## src/rtl/stdp_weight_updater_pkg.sv

```systemverilog
// Shared constants, state encoding and saturation helper for the STDP weight updater.
package stdp_weight_updater_pkg;

    localparam int M    = 784;
    localparam int AW   = 10;
    localparam int W    = 24;
    localparam int TW   = 16;
    localparam int TWIN = 20;

    localparam logic signed [W-1:0] WMAX    = 24'sd65536;
    localparam logic signed [W-1:0] WMIN    = -24'sd65536;
    localparam logic signed [W-1:0] A_PLUS  = 24'sd512;
    localparam logic signed [W-1:0] A_MINUS = 24'sd256;

    localparam logic [AW-1:0] LAST_ADDR = AW'(M - 1);

    typedef enum logic [1:0] {
        ST_IDLE  = 2'd0,
        ST_SWEEP = 2'd1,
        ST_DRAIN = 2'd2
    } state_t;

    // Clamp a one-bit-wider sum into the legal weight range; never wraps.
    function automatic logic signed [W-1:0] sat_weight(input logic signed [W:0] sum);
        logic signed [W:0] hi;
        logic signed [W:0] lo;
        hi = WMAX;
        lo = WMIN;
        if (sum > hi)
            return WMAX;
        else if (sum < lo)
            return WMIN;
        else
            return sum[W-1:0];
    endfunction

endpackage

```

## src/rtl/stdp_delta_clamp.sv

```systemverilog
// Combinational STDP update for one synapse: timing compare, step select, add, saturate.
module stdp_delta_clamp
    import stdp_weight_updater_pkg::*;
(
    input  logic signed [W-1:0]  weight,
    input  logic [TW-1:0]        t_post,
    input  logic [TW-1:0]        pre_t,
    input  logic                 pre_valid,
    output logic signed [W-1:0]  weight_new
);

    logic signed [TW:0]  dt;
    logic                potentiate;
    logic signed [W-1:0] delta;
    logic signed [W:0]   sum;

    // A pre spike later than the post spike gives dt<0 and therefore depresses.
    always_comb begin
        dt         = $signed({1'b0, t_post}) - $signed({1'b0, pre_t});
        potentiate = pre_valid && !dt[TW] && (dt <= (TW+1)'(TWIN));
        delta      = potentiate ? A_PLUS : -A_MINUS;
        sum        = (W+1)'(weight) + (W+1)'(delta);
        weight_new = sat_weight(sum);
    end

endmodule

```

## src/rtl/stdp_weight_updater.sv

```systemverilog
// STDP learning engine: on an accepted post spike, sweeps all synapses through a
// 3-stage read / compute / write-back pipeline, one synapse per clock.
//
//  state | meaning
//  IDLE  | waiting for start; tracks t_post so it is captured with start
//  SWEEP | issuing read addresses 0..M-1, one per cycle
//  DRAIN | two cycles letting the last reads reach write-back
module stdp_weight_updater
    import stdp_weight_updater_pkg::*;
(
    input  logic                 clk,
    input  logic                 rst,
    input  logic                 start,
    input  logic                 learn_en,
    input  logic [TW-1:0]        t_post,
    output logic                 busy,
    output logic                 done,
    output logic [AW-1:0]        addr_r,
    input  logic signed [W-1:0]  data_r,
    output logic [AW-1:0]        pre_addr,
    input  logic [TW-1:0]        pre_t,
    input  logic                 pre_valid,
    output logic                 we,
    output logic [AW-1:0]        addr_w,
    output logic signed [W-1:0]  data_w
);

    state_t              state;
    state_t              state_nxt;
    logic                accept;
    logic [AW-1:0]       rd_cnt;
    logic                drain_cnt;
    logic [TW-1:0]       tpost_q;
    logic                iss_vld;
    logic                s1_vld;
    logic [AW-1:0]       s1_addr;
    logic signed [W-1:0] weight_new;
    logic                last_write;

    assign last_write = we && (addr_w == LAST_ADDR);

    // Next-state decode; busy also blocks start during the final write-back cycle.
    always_comb begin
        state_nxt = state;
        accept    = 1'b0;
        case (state)
            ST_IDLE: begin
                accept = start && learn_en && !busy;
                if (accept)
                    state_nxt = ST_SWEEP;
            end
            ST_SWEEP: begin
                if (rd_cnt == LAST_ADDR)
                    state_nxt = ST_DRAIN;
            end
            ST_DRAIN: begin
                if (drain_cnt == 1'b0)
                    state_nxt = ST_IDLE;
            end
            default: state_nxt = ST_IDLE;
        endcase
    end

    // State register, read counter, drain timer and post-spike time capture.
    always_ff @(posedge clk or posedge rst) begin
        if (rst) begin
            state     <= ST_IDLE;
            rd_cnt    <= '0;
            drain_cnt <= 1'b0;
            tpost_q   <= '0;
        end else begin
            state <= state_nxt;
            case (state)
                ST_IDLE: begin
                    tpost_q <= t_post;
                    rd_cnt  <= '0;
                end
                ST_SWEEP: begin
                    rd_cnt    <= rd_cnt + 1'b1;
                    drain_cnt <= 1'b1;
                end
                ST_DRAIN: drain_cnt <= drain_cnt - 1'b1;
                default: ;
            endcase
        end
    end

    // S0: issue read addresses to both RAMs; addresses hold outside SWEEP.
    always_ff @(posedge clk or posedge rst) begin
        if (rst) begin
            iss_vld  <= 1'b0;
            addr_r   <= '0;
            pre_addr <= '0;
        end else begin
            iss_vld <= (state == ST_SWEEP);
            if (state == ST_SWEEP) begin
                addr_r   <= rd_cnt;
                pre_addr <= rd_cnt;
            end
        end
    end

    // S1: RAM data is valid this cycle; track which synapse it belongs to.
    always_ff @(posedge clk or posedge rst) begin
        if (rst) begin
            s1_vld  <= 1'b0;
            s1_addr <= '0;
        end else begin
            s1_vld  <= iss_vld;
            s1_addr <= addr_r;
        end
    end

    stdp_delta_clamp u_delta_clamp (
        .weight     (data_r),
        .t_post     (tpost_q),
        .pre_t      (pre_t),
        .pre_valid  (pre_valid),
        .weight_new (weight_new)
    );

    // S2: registered write-back of the updated weight.
    always_ff @(posedge clk or posedge rst) begin
        if (rst) begin
            we     <= 1'b0;
            addr_w <= '0;
            data_w <= '0;
        end else begin
            we <= s1_vld;
            if (s1_vld) begin
                addr_w <= s1_addr;
                data_w <= weight_new;
            end
        end
    end

    // busy spans accept to the final write; done follows that write by one cycle.
    always_ff @(posedge clk or posedge rst) begin
        if (rst) begin
            busy <= 1'b0;
            done <= 1'b0;
        end else begin
            done <= last_write;
            if (accept)
                busy <= 1'b1;
            else if (last_write)
                busy <= 1'b0;
        end
    end

endmodule

```

## config.mk

```make
export PLATFORM = sky130hd
export DESIGN_NAME = stdp_weight_updater
export DESIGN_NICKNAME = d
export VERILOG_FILES = /design/src/rtl/stdp_weight_updater_pkg.sv /design/src/rtl/stdp_delta_clamp.sv /design/src/rtl/stdp_weight_updater.sv
export SDC_FILE = /design/constraint.sdc
export NUM_CORES = 1
export LEC_CHECK = 0
export CAP_MARGIN = 20
export CORE_MARGIN = 3
export CORE_UTILIZATION = 50
export CTS_CLUSTER_DIAMETER = 60
export DETAILED_ROUTE_END_ITERATION = 16
export PLACE_DENSITY = 0.86
export SETUP_SLACK_MARGIN = 0.4
export SYNTH_ARGS = -nofsm -noshare
export SYNTH_HDL_FRONTEND = slang
export SYNTH_HIERARCHICAL = 1
export SYNTH_SLANG_ARGS = --single-unit
```

## constraint.sdc

```tcl
create_clock -name clk -period 6.59 [get_ports clk]
set_input_delay 0.9885 -clock clk [delete_from_list [all_inputs] [get_ports clk]]
set_output_delay 0.9885 -clock clk [all_outputs]
set_load 0.005 [all_outputs]
```

==> metrics.csv <==
metric;value;unit
num-nets-final;797;
synth.avg_cell_area;10.0;um2
cts_tree;built;
setup_tns;0;ps
crit_fanout;6;
postSynthCellCount;552;
cts.path.max_buffers;2;
cts_max_level;3;
ant_nets;0;
cts_root_buffer;clkbuf_8;
hpwl;11200;um
grt_max_degree;89;
peakVddDrop;0.000206;V
antenna_found_initial;0;
worst_pin_slew;1070;ps
ys.flop_type;dfrtp_1;
track_usage;24.4;%
p_total;2.03;mW
clock_latency;370;ps
wire_per_inst;19.5;um
setup_viol;0;
synth_seq_cells;88;
timing.fmax;163;MHz
final_util;74.0;%
p_int;1.26;mW
status;finished, final reports clean;
hold_class;register to register;
vias;4981;
worstSetupPathType;input port to register;
fillers;739;
min_period_over_period;92.9;%
fin_ws;471;ps
clock_skew;19.4;ps
synth-edff-count;0;
cp-start-kind;input port;
gp_congestion;0.949;
postPlaceCellArea;0.00689;mm2
cp_num_buf_inv;3;
area_growth;41.3;%
overflow;0;
slew_viol_final;0;
p_sw_share;37.7;%
drive_gt1_share;29.3;%
core;0.0106;mm2
finalHoldViolations;0;
grt_pass1_vias;4910;
io_pins;118;
pwr-share-seq;34.5;%
clock_sink_count;88;
cpLargestDelayFamily;simple AND/OR/NAND/NOR gates;
p_per_area;259;mW/mm2
io_buffers;117;
yosysWarnings;6;
slowest_stage;a2111o_2;
cp.arrival;6420;ps
cap_violations;0;
synthArstFlopShare;100;%
path_cells;clkdlybuf4s50_1 -> inv_1 -> ha_4 -> or2_4 -> a2111oi_4 -> nand2b_4 -> o21ai_4 -> a2111oi_4 -> nand4_1 -> a2111o_2 -> buf_6 -> ha_4 -> a211o_1 -> or2_4 -> o211ai_1 -> nand2_1 -> or3_4 -> nand4b_1 -> or4_4 -> a21oi_2 -> mux2_2;
drtPass1Iterations;6;
worst_path_largest_cell_delay;580;ps
leakage;3.41;nW
reg2reg_slack;950;ps
synth-seq-area-share;39.8;%
post-route-min-period;6120;ps
dp_slack;-267;ps
required;6890;ps
rsz0062_at_grt;false;
die_x;111;um
die_h;111;um
synth_fp_nets;651;
switchingPower;765;uW
diodes;0;
clk_pin_slew;90;ps
cts_hold_buf;0;
row_count;37;
final_area;0.00781;mm2
drtIter0Drc;371;
drc;0;
relSlewSlack;28.8;%
seqCellArea;0.00220;mm2
endpoint_kind;register;
synth_cell_types;70;
pwr-share-clk;17.7;%
synth_area;0.00553;mm2
combPwrFrac;47.8;%
grt_pass1_wl;24600;um
drt-total-wl;16300;um
vias_per_cell;5.94;
initial_core_util;52.4;%
multi_input_area;0.00354;mm2
cts_buffers;9;
dieArea;0.0124;mm2
Yosys cell counts (10+ instances only):
master,number,area (um2)
a21oi_1,25,125
buf_2,11,55.1
buf_4,10,75.1
dfrtp_1,88,2200
ha_1,37,463
inv_1,39,146
mux2_2,61,687
nand2_1,46,173
nand3_1,13,65.1
nor2_1,25,93.8
nor3_1,15,75.1
o21ai_0,23,115
state kept, by name, summed over array words and instances, names as in the netlist, 2 cells and up:
signal    count
s1_addr      10
data_w       24
addr_w       10
tpost_q      16
pre_addr     10
state         2
rd_cnt       10
power groups by stage:
| stage | clock [mW] | sequential (mW) | combinational [mW] |
|---|---|---|---|
| 2_1_floorplan | 0 | 0.682 | 0.512 |
| 3_3_place_gp | 0 | 0.694 | 0.737 |
| 3_5_place_dp | 0 | 0.700 | 0.758 |
| 4_1_cts | 0.367 | 0.689 | 0.811 |
| 5_1_grt | 0.389 | 0.709 | 1.04 |
| 6_report | 0.359 | 0.699 | 0.970 |
placed cells by master, fill, tap and decap left out, types with 4 or more instances in the layout:
master / n
mux2i_1: 6
nand4_1: 9
o21a_1: 6
and3_1: 5
clkbuf_8: 9
nor2_1: 25
o21ai_0: 15
buf_4: 40
clkdlybuf4s50_1: 112
ha_4: 19
o211ai_1: 6
nand2_1: 45
xnor2_1: 7
o31a_1: 4
o22ai_1: 5
o31ai_1: 4
ha_1: 16
nand3_1: 13
a21oi_1: 18
mux2_2: 59
nor2b_2: 8
o21ai_2: 4
o21ai_1: 4
inv_6: 4
a21oi_2: 5
inv_2: 5
xor2_1: 5
inv_1: 34
nor3_1: 12
dfrtp_1: 88
nor2b_1: 7
dlymetal6s2s_1: 5
worst register-to-register path: stages, from the launching register on:
cell and delay [ps]:
dfrtp_1 410, ha_1 280, nor2b_2 160, o31a_1 310
o31a_1 320, nor3_2 230, o21ai_2 150, nor3_2 220
o22ai_2 140, a2111o_2 600, buf_6 180, ha_4 250
a211o_1 270, or2_4 270, o211ai_1 270, nand2_1 110
or3_4 370, nand4b_1 190, or4_4 540, a21oi_2 140
mux2_2 160
worst paths after layout:
check,startpoint,to,cells past startpoint
setup / recovery,pre_t[9],data_w[14]$_DFFE_PP0P_,21
min in group asynchronous,rst,tpost_q[15]$_DFFE_PP0P_,3
hold / removal,iss_vld$_DFF_PP0_,s1_vld$_DFF_PP0_,0
hold reg to reg,iss_vld$_DFF_PP0_,s1_vld$_DFF_PP0_,0
setup reg to reg,tpost_q[1]$_DFFE_PP0P_,data_w[14]$_DFFE_PP0P_,20
max in group asynchronous,rst,pre_addr[2]$_DFFE_PP0N_,4
layer usage:
layer / vias to the layer above / GRT usage [%] / share of wire (%)
met2: 218 / 41.8 / 51
met3: 32 / 4.69 / 6.0
met4: 0 / 6.89 / 1.8
met1: 2431 / 31.4 / 41
met5: - / 0 / 0
li1: 2300 / - / -
cells by family after synthesis:
family / Yosys count / synth area share, %
multiplexers: 68 / 13.8
buffers and inverters: 68 / 5.68
AND/OR/NAND/NOR: 163 / 15.7
XOR/XNOR: 12 / 1.90
adder cells (fa/ha/maj): 38 / 8.73
AO/OA/AOI/OAI: 115 / 14.4
flip-flops: 88 / 39.8
metrics by stage:
step / hold slack (ps) / std cells
after floorplan: 331 / 552
final: 366 / 839
after detailed placement: 356 / 801
after global routing: 389 / 839
after global placement: 335 / 801
after CTS: 375 / 821
cell type report:
type / instances / area share, %
Clock inverter: 7 / 0.753
Tap cell: 136 / 2.18
Inverter: 40 / 1.94
Sequential cell: 88 / 28.2
Timing Repair Buffer: 162 / 20.0
Clock buffer: 9 / 1.59
Multi-Input combinational cell: 397 / 45.3
timing repair:
item                                   CTS  global route
pin swaps                                7            45
endpoints found under the hold margin    0             0
cloned                                   1             0
resized for setup                       28            78
setup endpoints to repair               17            17
setup buffers                            3            17
Note: power is estimated with default switching activity, not from simulation.
